<file path="src/rtl/memory_arbiter_pkg.sv">
// Shared types and defaults for the fetch/data SRAM arbiter.
package memory_arbiter_pkg;

    typedef enum logic [1:0] {
        OWNER_NONE  = 2'd0,
        OWNER_FETCH = 2'd1,
        OWNER_DATA  = 2'd2
    } mem_owner_t;

    localparam int ADDR_WIDTH_DEFAULT      = 32;
    localparam int DATA_WIDTH_DEFAULT      = 32;
    localparam int MAX_DATA_STREAK_DEFAULT = 4;

endpackage

</file>
<file path="src/rtl/memory_arbiter_if.sv">
// Bundles the fetch port, data port and SRAM port seen by the arbiter.
interface memory_arbiter_if
    import memory_arbiter_pkg::*;
#(
    parameter int ADDR_WIDTH = ADDR_WIDTH_DEFAULT,
    parameter int DATA_WIDTH = DATA_WIDTH_DEFAULT
);

    logic                      ifetch_req_valid;
    logic                      ifetch_req_ready;
    logic [ADDR_WIDTH-1:0]     ifetch_addr;
    logic                      ifetch_flush;
    logic                      ifetch_rsp_valid;
    logic [DATA_WIDTH-1:0]     ifetch_rsp_data;

    logic                      dmem_req_valid;
    logic                      dmem_req_ready;
    logic [ADDR_WIDTH-1:0]     dmem_addr;
    logic                      dmem_we;
    logic [DATA_WIDTH-1:0]     dmem_wdata;
    logic [DATA_WIDTH/8-1:0]   dmem_wstrb;
    logic                      dmem_rsp_valid;
    logic [DATA_WIDTH-1:0]     dmem_rsp_data;

    logic                      mem_en;
    logic                      mem_we;
    logic [ADDR_WIDTH-1:0]     mem_addr;
    logic [DATA_WIDTH-1:0]     mem_wdata;
    logic [DATA_WIDTH/8-1:0]   mem_wstrb;
    logic [DATA_WIDTH-1:0]     mem_rdata;

    // Arbiter side: takes both requesters and the SRAM read data.
    modport slave (
        input  ifetch_req_valid, ifetch_addr, ifetch_flush,
        input  dmem_req_valid, dmem_addr, dmem_we, dmem_wdata, dmem_wstrb,
        input  mem_rdata,
        output ifetch_req_ready, ifetch_rsp_valid, ifetch_rsp_data,
        output dmem_req_ready, dmem_rsp_valid, dmem_rsp_data,
        output mem_en, mem_we, mem_addr, mem_wdata, mem_wstrb
    );

    modport master (
        output ifetch_req_valid, ifetch_addr, ifetch_flush,
        output dmem_req_valid, dmem_addr, dmem_we, dmem_wdata, dmem_wstrb,
        output mem_rdata,
        input  ifetch_req_ready, ifetch_rsp_valid, ifetch_rsp_data,
        input  dmem_req_ready, dmem_rsp_valid, dmem_rsp_data,
        input  mem_en, mem_we, mem_addr, mem_wdata, mem_wstrb
    );

endinterface

</file>
<file path="src/rtl/memory_arbiter.sv">
// Cycle-by-cycle arbiter sharing one single-port SRAM between fetch and data,
// data-first with a starvation guard, routing one-cycle read data to its owner.
module memory_arbiter
    import memory_arbiter_pkg::*;
#(
    parameter int ADDR_WIDTH      = ADDR_WIDTH_DEFAULT,
    parameter int DATA_WIDTH      = DATA_WIDTH_DEFAULT,
    parameter int MAX_DATA_STREAK = MAX_DATA_STREAK_DEFAULT
) (
    input  logic                clk,
    input  logic                rst,
    memory_arbiter_if.slave     bus
);

    localparam logic [3:0] STREAK_MAX = 4'(MAX_DATA_STREAK);

    logic [3:0]  streak_q, streak_d;
    mem_owner_t  owner_q, owner_d;
    logic        we_q, we_d;

    logic        force_fetch;
    logic        grant_data;
    logic        grant_fetch;

    // Grants are suppressed while reset is held so nothing reaches the SRAM.
    always_comb begin
        force_fetch = bus.ifetch_req_valid && (streak_q == STREAK_MAX);
        grant_data  = !rst && bus.dmem_req_valid && !force_fetch;
        grant_fetch = !rst && !grant_data && bus.ifetch_req_valid;
    end

    always_comb begin
        streak_d = streak_q;
        owner_d  = OWNER_NONE;
        we_d     = 1'b0;
        if (grant_data) begin
            owner_d = OWNER_DATA;
            we_d    = bus.dmem_we;
        end else if (grant_fetch) begin
            owner_d = OWNER_FETCH;
        end
        // The streak only measures data wins while fetch is actually waiting.
        if (!bus.ifetch_req_valid || grant_fetch) begin
            streak_d = 4'd0;
        end else if (grant_data && streak_q != STREAK_MAX) begin
            streak_d = streak_q + 4'd1;
        end
    end

    always_ff @(posedge clk or posedge rst) begin
        if (rst) begin
            streak_q <= 4'd0;
            owner_q  <= OWNER_NONE;
            we_q     <= 1'b0;
        end else begin
            streak_q <= streak_d;
            owner_q  <= owner_d;
            we_q     <= we_d;
        end
    end

    always_comb begin
        bus.ifetch_req_ready = grant_fetch;
        bus.dmem_req_ready   = grant_data;
        bus.mem_en           = 1'b0;
        bus.mem_we           = 1'b0;
        bus.mem_addr         = '0;
        bus.mem_wdata        = '0;
        bus.mem_wstrb        = '0;
        if (grant_data) begin
            bus.mem_en    = 1'b1;
            bus.mem_we    = bus.dmem_we;
            bus.mem_addr  = bus.dmem_addr;
            bus.mem_wdata = bus.dmem_wdata;
            bus.mem_wstrb = bus.dmem_wstrb;
        end else if (grant_fetch) begin
            bus.mem_en   = 1'b1;
            bus.mem_addr = bus.ifetch_addr;
        end
    end

    // A flush kills the fetch slot due now; the data port never backpressures.
    always_comb begin
        bus.ifetch_rsp_valid = 1'b0;
        bus.ifetch_rsp_data  = '0;
        bus.dmem_rsp_valid   = 1'b0;
        bus.dmem_rsp_data    = '0;
        case (owner_q)
            OWNER_FETCH: begin
                bus.ifetch_rsp_valid = !bus.ifetch_flush;
                bus.ifetch_rsp_data  = bus.mem_rdata;
            end
            OWNER_DATA: begin
                bus.dmem_rsp_valid = 1'b1;
                bus.dmem_rsp_data  = we_q ? '0 : bus.mem_rdata;
            end
            default: ;
        endcase
    end

endmodule

</file>
<file path="src/flat_wrapper.sv">
// flat-port wrapper written by rule: the top's interface ports become plain ports
module memory_arbiter_flat import memory_arbiter_pkg::*;
#(
    parameter int ADDR_WIDTH      = ADDR_WIDTH_DEFAULT,
    parameter int DATA_WIDTH      = DATA_WIDTH_DEFAULT,
    parameter int MAX_DATA_STREAK = MAX_DATA_STREAK_DEFAULT
)
  (clk, rst, bus_ifetch_req_valid, bus_ifetch_addr, bus_ifetch_flush, bus_dmem_req_valid, bus_dmem_addr, bus_dmem_we, bus_dmem_wdata, bus_dmem_wstrb, bus_mem_rdata, bus_ifetch_req_ready, bus_ifetch_rsp_valid, bus_ifetch_rsp_data, bus_dmem_req_ready, bus_dmem_rsp_valid, bus_dmem_rsp_data, bus_mem_en, bus_mem_we, bus_mem_addr, bus_mem_wdata, bus_mem_wstrb);
  memory_arbiter_if #(.ADDR_WIDTH(ADDR_WIDTH), .DATA_WIDTH(DATA_WIDTH)) bus_i ();
  input  logic clk;
  input  logic rst;
  input wire logic [$bits(bus_i.ifetch_req_valid)-1:0] bus_ifetch_req_valid;
  input wire logic [$bits(bus_i.ifetch_addr)-1:0] bus_ifetch_addr;
  input wire logic [$bits(bus_i.ifetch_flush)-1:0] bus_ifetch_flush;
  input wire logic [$bits(bus_i.dmem_req_valid)-1:0] bus_dmem_req_valid;
  input wire logic [$bits(bus_i.dmem_addr)-1:0] bus_dmem_addr;
  input wire logic [$bits(bus_i.dmem_we)-1:0] bus_dmem_we;
  input wire logic [$bits(bus_i.dmem_wdata)-1:0] bus_dmem_wdata;
  input wire logic [$bits(bus_i.dmem_wstrb)-1:0] bus_dmem_wstrb;
  input wire logic [$bits(bus_i.mem_rdata)-1:0] bus_mem_rdata;
  output wire logic [$bits(bus_i.ifetch_req_ready)-1:0] bus_ifetch_req_ready;
  output wire logic [$bits(bus_i.ifetch_rsp_valid)-1:0] bus_ifetch_rsp_valid;
  output wire logic [$bits(bus_i.ifetch_rsp_data)-1:0] bus_ifetch_rsp_data;
  output wire logic [$bits(bus_i.dmem_req_ready)-1:0] bus_dmem_req_ready;
  output wire logic [$bits(bus_i.dmem_rsp_valid)-1:0] bus_dmem_rsp_valid;
  output wire logic [$bits(bus_i.dmem_rsp_data)-1:0] bus_dmem_rsp_data;
  output wire logic [$bits(bus_i.mem_en)-1:0] bus_mem_en;
  output wire logic [$bits(bus_i.mem_we)-1:0] bus_mem_we;
  output wire logic [$bits(bus_i.mem_addr)-1:0] bus_mem_addr;
  output wire logic [$bits(bus_i.mem_wdata)-1:0] bus_mem_wdata;
  output wire logic [$bits(bus_i.mem_wstrb)-1:0] bus_mem_wstrb;
  assign bus_i.ifetch_req_valid = bus_ifetch_req_valid;
  assign bus_i.ifetch_addr = bus_ifetch_addr;
  assign bus_i.ifetch_flush = bus_ifetch_flush;
  assign bus_i.dmem_req_valid = bus_dmem_req_valid;
  assign bus_i.dmem_addr = bus_dmem_addr;
  assign bus_i.dmem_we = bus_dmem_we;
  assign bus_i.dmem_wdata = bus_dmem_wdata;
  assign bus_i.dmem_wstrb = bus_dmem_wstrb;
  assign bus_i.mem_rdata = bus_mem_rdata;
  assign bus_ifetch_req_ready = bus_i.ifetch_req_ready;
  assign bus_ifetch_rsp_valid = bus_i.ifetch_rsp_valid;
  assign bus_ifetch_rsp_data = bus_i.ifetch_rsp_data;
  assign bus_dmem_req_ready = bus_i.dmem_req_ready;
  assign bus_dmem_rsp_valid = bus_i.dmem_rsp_valid;
  assign bus_dmem_rsp_data = bus_i.dmem_rsp_data;
  assign bus_mem_en = bus_i.mem_en;
  assign bus_mem_we = bus_i.mem_we;
  assign bus_mem_addr = bus_i.mem_addr;
  assign bus_mem_wdata = bus_i.mem_wdata;
  assign bus_mem_wstrb = bus_i.mem_wstrb;
  memory_arbiter #(.ADDR_WIDTH(ADDR_WIDTH), .DATA_WIDTH(DATA_WIDTH), .MAX_DATA_STREAK(MAX_DATA_STREAK)) u_core (.clk(clk), .rst(rst), .bus(bus_i));
endmodule
</file>
<file path="config.mk">
export PLATFORM = sky130hd
export DESIGN_NAME = memory_arbiter_flat
export DESIGN_NICKNAME = d
export VERILOG_FILES = /design/src/rtl/memory_arbiter_pkg.sv /design/src/rtl/memory_arbiter_if.sv /design/src/rtl/memory_arbiter.sv /design/src/flat_wrapper.sv
export SDC_FILE = /design/constraint.sdc
export NUM_CORES = 1
export LEC_CHECK = 0
export BUFFER_PORTS_ARGS = -buffer_cell sky130_fd_sc_hd__buf_2
export CORE_AREA = 2 2 108 110
export CTS_CLUSTER_DIAMETER = 40
export DETAILED_ROUTE_END_ITERATION = 6
export DIE_AREA = 0 0 110 112
export HOLD_SLACK_MARGIN = 0.06
export PLACE_DENSITY = 0.43
export SLEW_MARGIN = 5
export SYNTH_ARGS = -nofsm -noshare
export SYNTH_HDL_FRONTEND = slang
export SYNTH_SLANG_ARGS = --single-unit
</file>
<file path="constraint.sdc">
create_clock -name clk -period 2.4 [get_ports clk]
set_input_delay 0.12 -clock clk [delete_from_list [all_inputs] [get_ports clk]]
set_output_delay 0.12 -clock clk [all_outputs]
set_load 0.05 [all_outputs]
</file>
After elaboration in Yosys (flattened, before gate mapping)
Cells that the tools add are included.
{"block": "classes", "eq_ne": 4, "n_reduce_logical": 13, "add_sub_neg": 1, "muxes": 16}
{"op": "$mux W32", "count": 6}
{"op": "$mux W4", "count": 3}
{"op": "$logic_and A1 B1 Y1", "count": 6}
{"op": "$mux W1", "count": 6}
{"op": "$logic_not A1 Y1", "count": 5}
{"op": "$add A4 B1 Y4 const B", "count": 1}
{"op": "$eq A4 B3 Y1 const B", "count": 1}
{"op": "$ne A4 B3 Y1 const B", "count": 1}
{"op": "$eq A2 B1 Y1 const B", "count": 1}
{"op": "$eq A2 B2 Y1 const B", "count": 1}
{"op": "$mux W2", "count": 1}
{"op": "$reduce_bool A2 Y1", "count": 1}
{"op": "$logic_or A1 B1 Y1", "count": 1}
{"block": "totals", "inputBits": 138, "output_inout_bits": 138, "wordCells": 37, "register_bits": 7}

Longest topological paths before layout
{"block": "logic_depth", "ltp_word": 9, "ltp_mapped": 8, "ltp_nobuf": 6}

Worst setup path after synthesis
OpenSTA, ideal clock, no wires.
{"block": "synth_path", "path_kind": "register to output", "startpoint": "reg u_core.owner_q[0]", "endpoint": "out bus_dmem_rsp_data[10]", "t_arrival_ps": 2054, "t_required_ps": 2280, "path_stages_with_launch": 5, "path_slack_ps": 226, "path_cell_list": "dfrtp_1 > nor2b_1 > nor2b_1 > clkbuf_1 > and2_1"}
{"block": "synth_between", "elab_chain_cells": 2}
{"item": "from (decl)", "line": "memory_arbiter.sv:18", "text": "mem_owner_t owner_q, owner_d;"}
{"item": "from (signal assigned)", "line": "memory_arbiter.sv:57", "text": "owner_q <= owner_d;"}
{"item": "$eq A2 B2 Y1", "line": "memory_arbiter.sv:88", "text": "case (owner_q)"}
{"item": "$mux W32", "line": "memory_arbiter.sv:88"}
{"item": "to (decl)", "line": "flat_wrapper.sv:26", "text": "output wire logic [$bits(bus_i.dmem_rsp_data)-1:0] bus_dmem_rsp_data;"}
Every way passes these cells.

Worst setup path in the final report
{"block": "layout_path", "startpoint": "reg u_core.streak_q[0]", "endpoint": "out bus_mem_addr[8]"}
{"block": "layout_between", "elab_chain_cells": 9}
{"item": "from (decl)", "line": "memory_arbiter.sv:17", "text": "logic [3:0] streak_q, streak_d;"}
{"item": "from (signal assigned)", "line": "memory_arbiter.sv:56", "text": "streak_q <= streak_d;"}
{"item": "$eq A4 B3 Y1 (*)", "line": "memory_arbiter.sv:27", "text": "force_fetch = bus.ifetch_req_valid && (streak_q == STREAK_MAX);"}
{"item": "$logic_and A1 B1 Y1 (*)", "line": "memory_arbiter.sv:27"}
{"item": "$logic_not A1 Y1 (*)", "line": "memory_arbiter.sv:28", "text": "grant_data = !rst && bus.dmem_req_valid && !force_fetch;"}
{"item": "$logic_and A1 B1 Y1 (*)", "line": "memory_arbiter.sv:28"}
{"item": "$logic_not A1 Y1", "line": "memory_arbiter.sv:29", "text": "grant_fetch = !rst && !grant_data && bus.ifetch_req_valid;"}
{"item": "$logic_and A1 B1 Y1 (2 in a row)", "line": "memory_arbiter.sv:29"}
{"item": "$mux W32", "line": "memory_arbiter.sv:76", "text": "end else if (grant_fetch) begin"}
{"item": "$mux W32 (*)", "line": "memory_arbiter.sv:70", "text": "if (grant_data) begin"}
{"item": "to (decl)", "line": "flat_wrapper.sv:29", "text": "output wire logic [$bits(bus_i.mem_addr)-1:0] bus_mem_addr;"}
Mark *: on every way between the ends. The rest lies on a longest branch, timed or not.

==> results.md <==
* Status: completed
* Sequential fraction of the synthesis area at 12.35%
* Wire length of the first global-routing pass at 9694 µm
* Total I/O pin count at 276
* Per-cell routed wire length at 11.53 µm
* Share of layout cells above drive strength 1 at 63.38%
* Synth Cell Area at 1419 µm²
* CP Capture Type: primary output
* WP data arrival at 2080 ps
* Worst min path class: input pin to flop
* Syn_nets at 329
* Die Footprint at 12320 µm²
* CTS tree: built
* CTS clk-pin slew, worst paths at 40 ps
* Clk_lat worst skew at 230 ps
* Vias in the first global route at 2080
* Top layer in use: met4
* Sink Count at 7
* Critical Path RT at 2280 ps
* CP Launch Type: flop
* Router iterations before antenna repair at 4
* CTS buffer count at 3
* Worst-margin pin slew at 284.8 ps
* PD cells at 361.7 nW/µm²
* Worst-path fanout max at 34
* Total gr overflow at 0
* Peak supply drop at 0.0002055 V
* Lkg Pwr at 1.923 nW
* Post-synthesis sequential element count at 7
* NumNets Final at 597
* Pre-CTS setup slack at 448.2 ps
* Cells on worst reg2reg path at 7
* Vias at 2328
* Slowest stage delay, CP at 380 ps
* M1 wire length at 2264 µm
* Met3 WL at 793 µm
* Final slew viol count at 0
* Root buffer cell: clkbuf_16
* Crit path kind: flop to primary output
* Final wirelength at 6909 µm
* Routed Antenna Nets at 0
* Setup Fix Bufs, Post-CTS at 0
* Port Buffers at 275
* Rel. slew slack at 80.99%
* Max-cap viol count at 0
* Syn_area_per_cell at 7.507 µm²
* Mapped Cells at 189
* Core area at 11170 µm²
* Unique masters post-synth at 28
* Worst Hold Depth at 2
* Drt via density at 3.886
* Max Freq at 454.2 MHz
* Slowest stage cell, crit path: dfrtp_1
* Post-CTS sizing at 0
* Initial Util at 12.70%
* Unrepaired setup endpoints after global routing: false
* Synth warn at 0
* Initial antenna violation count at 0
* Die W at 110 µm
* Setup Total Neg Slack at 0 ps
* Worst-path cell chain: inv_1 > ha_1 > nor2b_4 > nand2_2 > a211oi_4 > buf_12 > a22o_1 > buf_2
* Final WS setup at 198.5 ps
* Worst-case clock buffer depth at 2
* Die H at 112 µm
* Initial DRC count at 46
* DRC viols at 0
* Rows at 39
* # diodes at 0
* Final GP Congestion at 0.7294
* WL met2 at 3737 µm
* Area Overhead vs Synth at 112.8%
* # hold bufs at CTS at 1
* Final period util at 91.73%
* Final Skew at 1.279 ps
* Final Setup Violations at 0
* Gr usage total at 9.902%
* Final HPWL DP at 6020 µm
* Final min period at 2202 ps
* Final hold viol count at 0
* H-tree depth at 1
* Pin count of the biggest net entering global routing at 58
final cells by class:
class / count / area, µm²
fillers: 1239 / 8155
flip-flops and latches: 7 / 175.2
repair buffers: 281 / 1449
well taps: 143 / 178.9
clock buffers: 4 / 78.83
inverters: 4 / 15.01
multi-input cells: 160 / 1122
placed cells by master, fill, tap and decap left out, types with 2 or more instances in the layout:
cell / netlist / final
nand3_1: 2 / 2
buf_4: 3 / 3
buf_12: 0 / 2
nor2b_1: 4 / 4
nor2_1: 3 / 3
inv_1: 4 / 4
nand2_1: 2 / 2
clkbuf_16: 0 / 3
and2_1: 101 / 101
a22o_1: 32 / 32
dfrtp_1: 7 / 7
buf_2: 4 / 275
ha_1: 2 / 2
critical path: cells and delay by family, from the launching register on:
family	cells	cell delay (ps)
flops	1	380
simple gates	2	290
buf+inv	3	590
fa+ha+maj	1	160
compound gates	2	440
cell families (layout without fill, tap and decap cells):
family | count (synthesis) | after routing | synth area share (%)
AOI/OAI and AO/OA | 39 | 39 | 24.25
muxes | 1 | 1 | 0.7055
DFF | 7 | 7 | 12.35
and+or+nand+nor | 118 | 118 | 51.76
buffers and inverters | 22 | 289 | 9.170
adders and majority gates | 2 | 2 | 1.763
power by group:
part           switching, mW  total (mW)  internal (mW)
registers            0.00185       0.124          0.122
logic                  0.471       0.682          0.210
clock network         0.0653       0.287          0.221
total                  0.538        1.09          0.554
path summary, 6_finish.rpt:
check | endpoint | from | slack (ps)
worst max-delay path | bus_mem_addr[8] | u_core.streak_q[0]$_DFFE_PP0P_ | 200
worst min-delay path | u_core.we_q$_DFF_PP0_ | bus_dmem_we | 120
worst max register to register | u_core.streak_q[3]$_DFFE_PP0P_ | u_core.streak_q[0]$_DFFE_PP0P_ | 800
worst min register to register | u_core.streak_q[1]$_DFFE_PP0P_ | u_core.streak_q[1]$_DFFE_PP0P_ | 600
max in group asynchronous | u_core.streak_q[2]$_DFFE_PP0P_ | rst | 1700
min in group asynchronous | u_core.streak_q[3]$_DFFE_PP0P_ | rst | 480
cell usage after synthesis:
| cell type | n | area, µm² |
|---|---|---|
| and2_1 | 101 | 631.9 |
| a22o_1 | 32 | 280.3 |
| buf_6 | 4 | 45.04 |
| ha_1 | 2 | 25.02 |
| o21ai_0 | 1 | 5.000 |
| nand2_1 | 2 | 7.510 |
| mux2i_1 | 1 | 10.01 |
| nand2b_1 | 1 | 6.260 |
| a31oi_2 | 1 | 12.51 |
| inv_1 | 4 | 15.01 |
| buf_4 | 3 | 22.52 |
| buf_2 | 4 | 20.02 |
| nor3b_1 | 1 | 7.510 |
| clkbuf_1 | 6 | 22.52 |
| nor2b_4 | 1 | 13.76 |
| nor2_1 | 3 | 11.26 |
| nand2_2 | 1 | 6.260 |
| a211oi_4 | 1 | 20.02 |
| a211oi_1 | 1 | 7.510 |
| a31oi_1 | 1 | 6.260 |
| nand3_1 | 2 | 10.01 |
| dfrtp_1 | 7 | 175.2 |
| nor2b_1 | 4 | 25.02 |
| or2_2 | 1 | 6.260 |
| a21oi_1 | 1 | 5.000 |
| or3b_2 | 1 | 8.760 |
| a22oi_1 | 1 | 7.510 |
| clkbuf_2 | 1 | 5.000 |
flip-flops by register name (all words and copies together) (netlist names):
| signal | flops |
|---|---|
| u_core.streak_q | 4 |
| u_core.owner_q | 2 |
| u_core.we_q | 1 |
stage by stage:
step	std cells	area [µm²]	util (%)	power, mW	hold WS, ps
global placement	594	2930	26.22	0.8074	157.4
finish	599	3019	27.02	1.092	122.6
detailed placement	594	2930	26.22	0.8115	162.0
global route	599	3019	27.02	1.152	139.8
CTS	599	3019	27.02	1.108	122.8
floorplan	189	1419	-	0.5932	91.12
layer usage:
layer | vias to the layer above | track usage [%]
met5 | - | 0
met2 | 159 | 20.53
met3 | 6 | 2.108
li1 | 1165 | -
met4 | 0 | 3.629
met1 | 998 | 8.882
No activity file was read; power rests on OpenSTA's default activity.
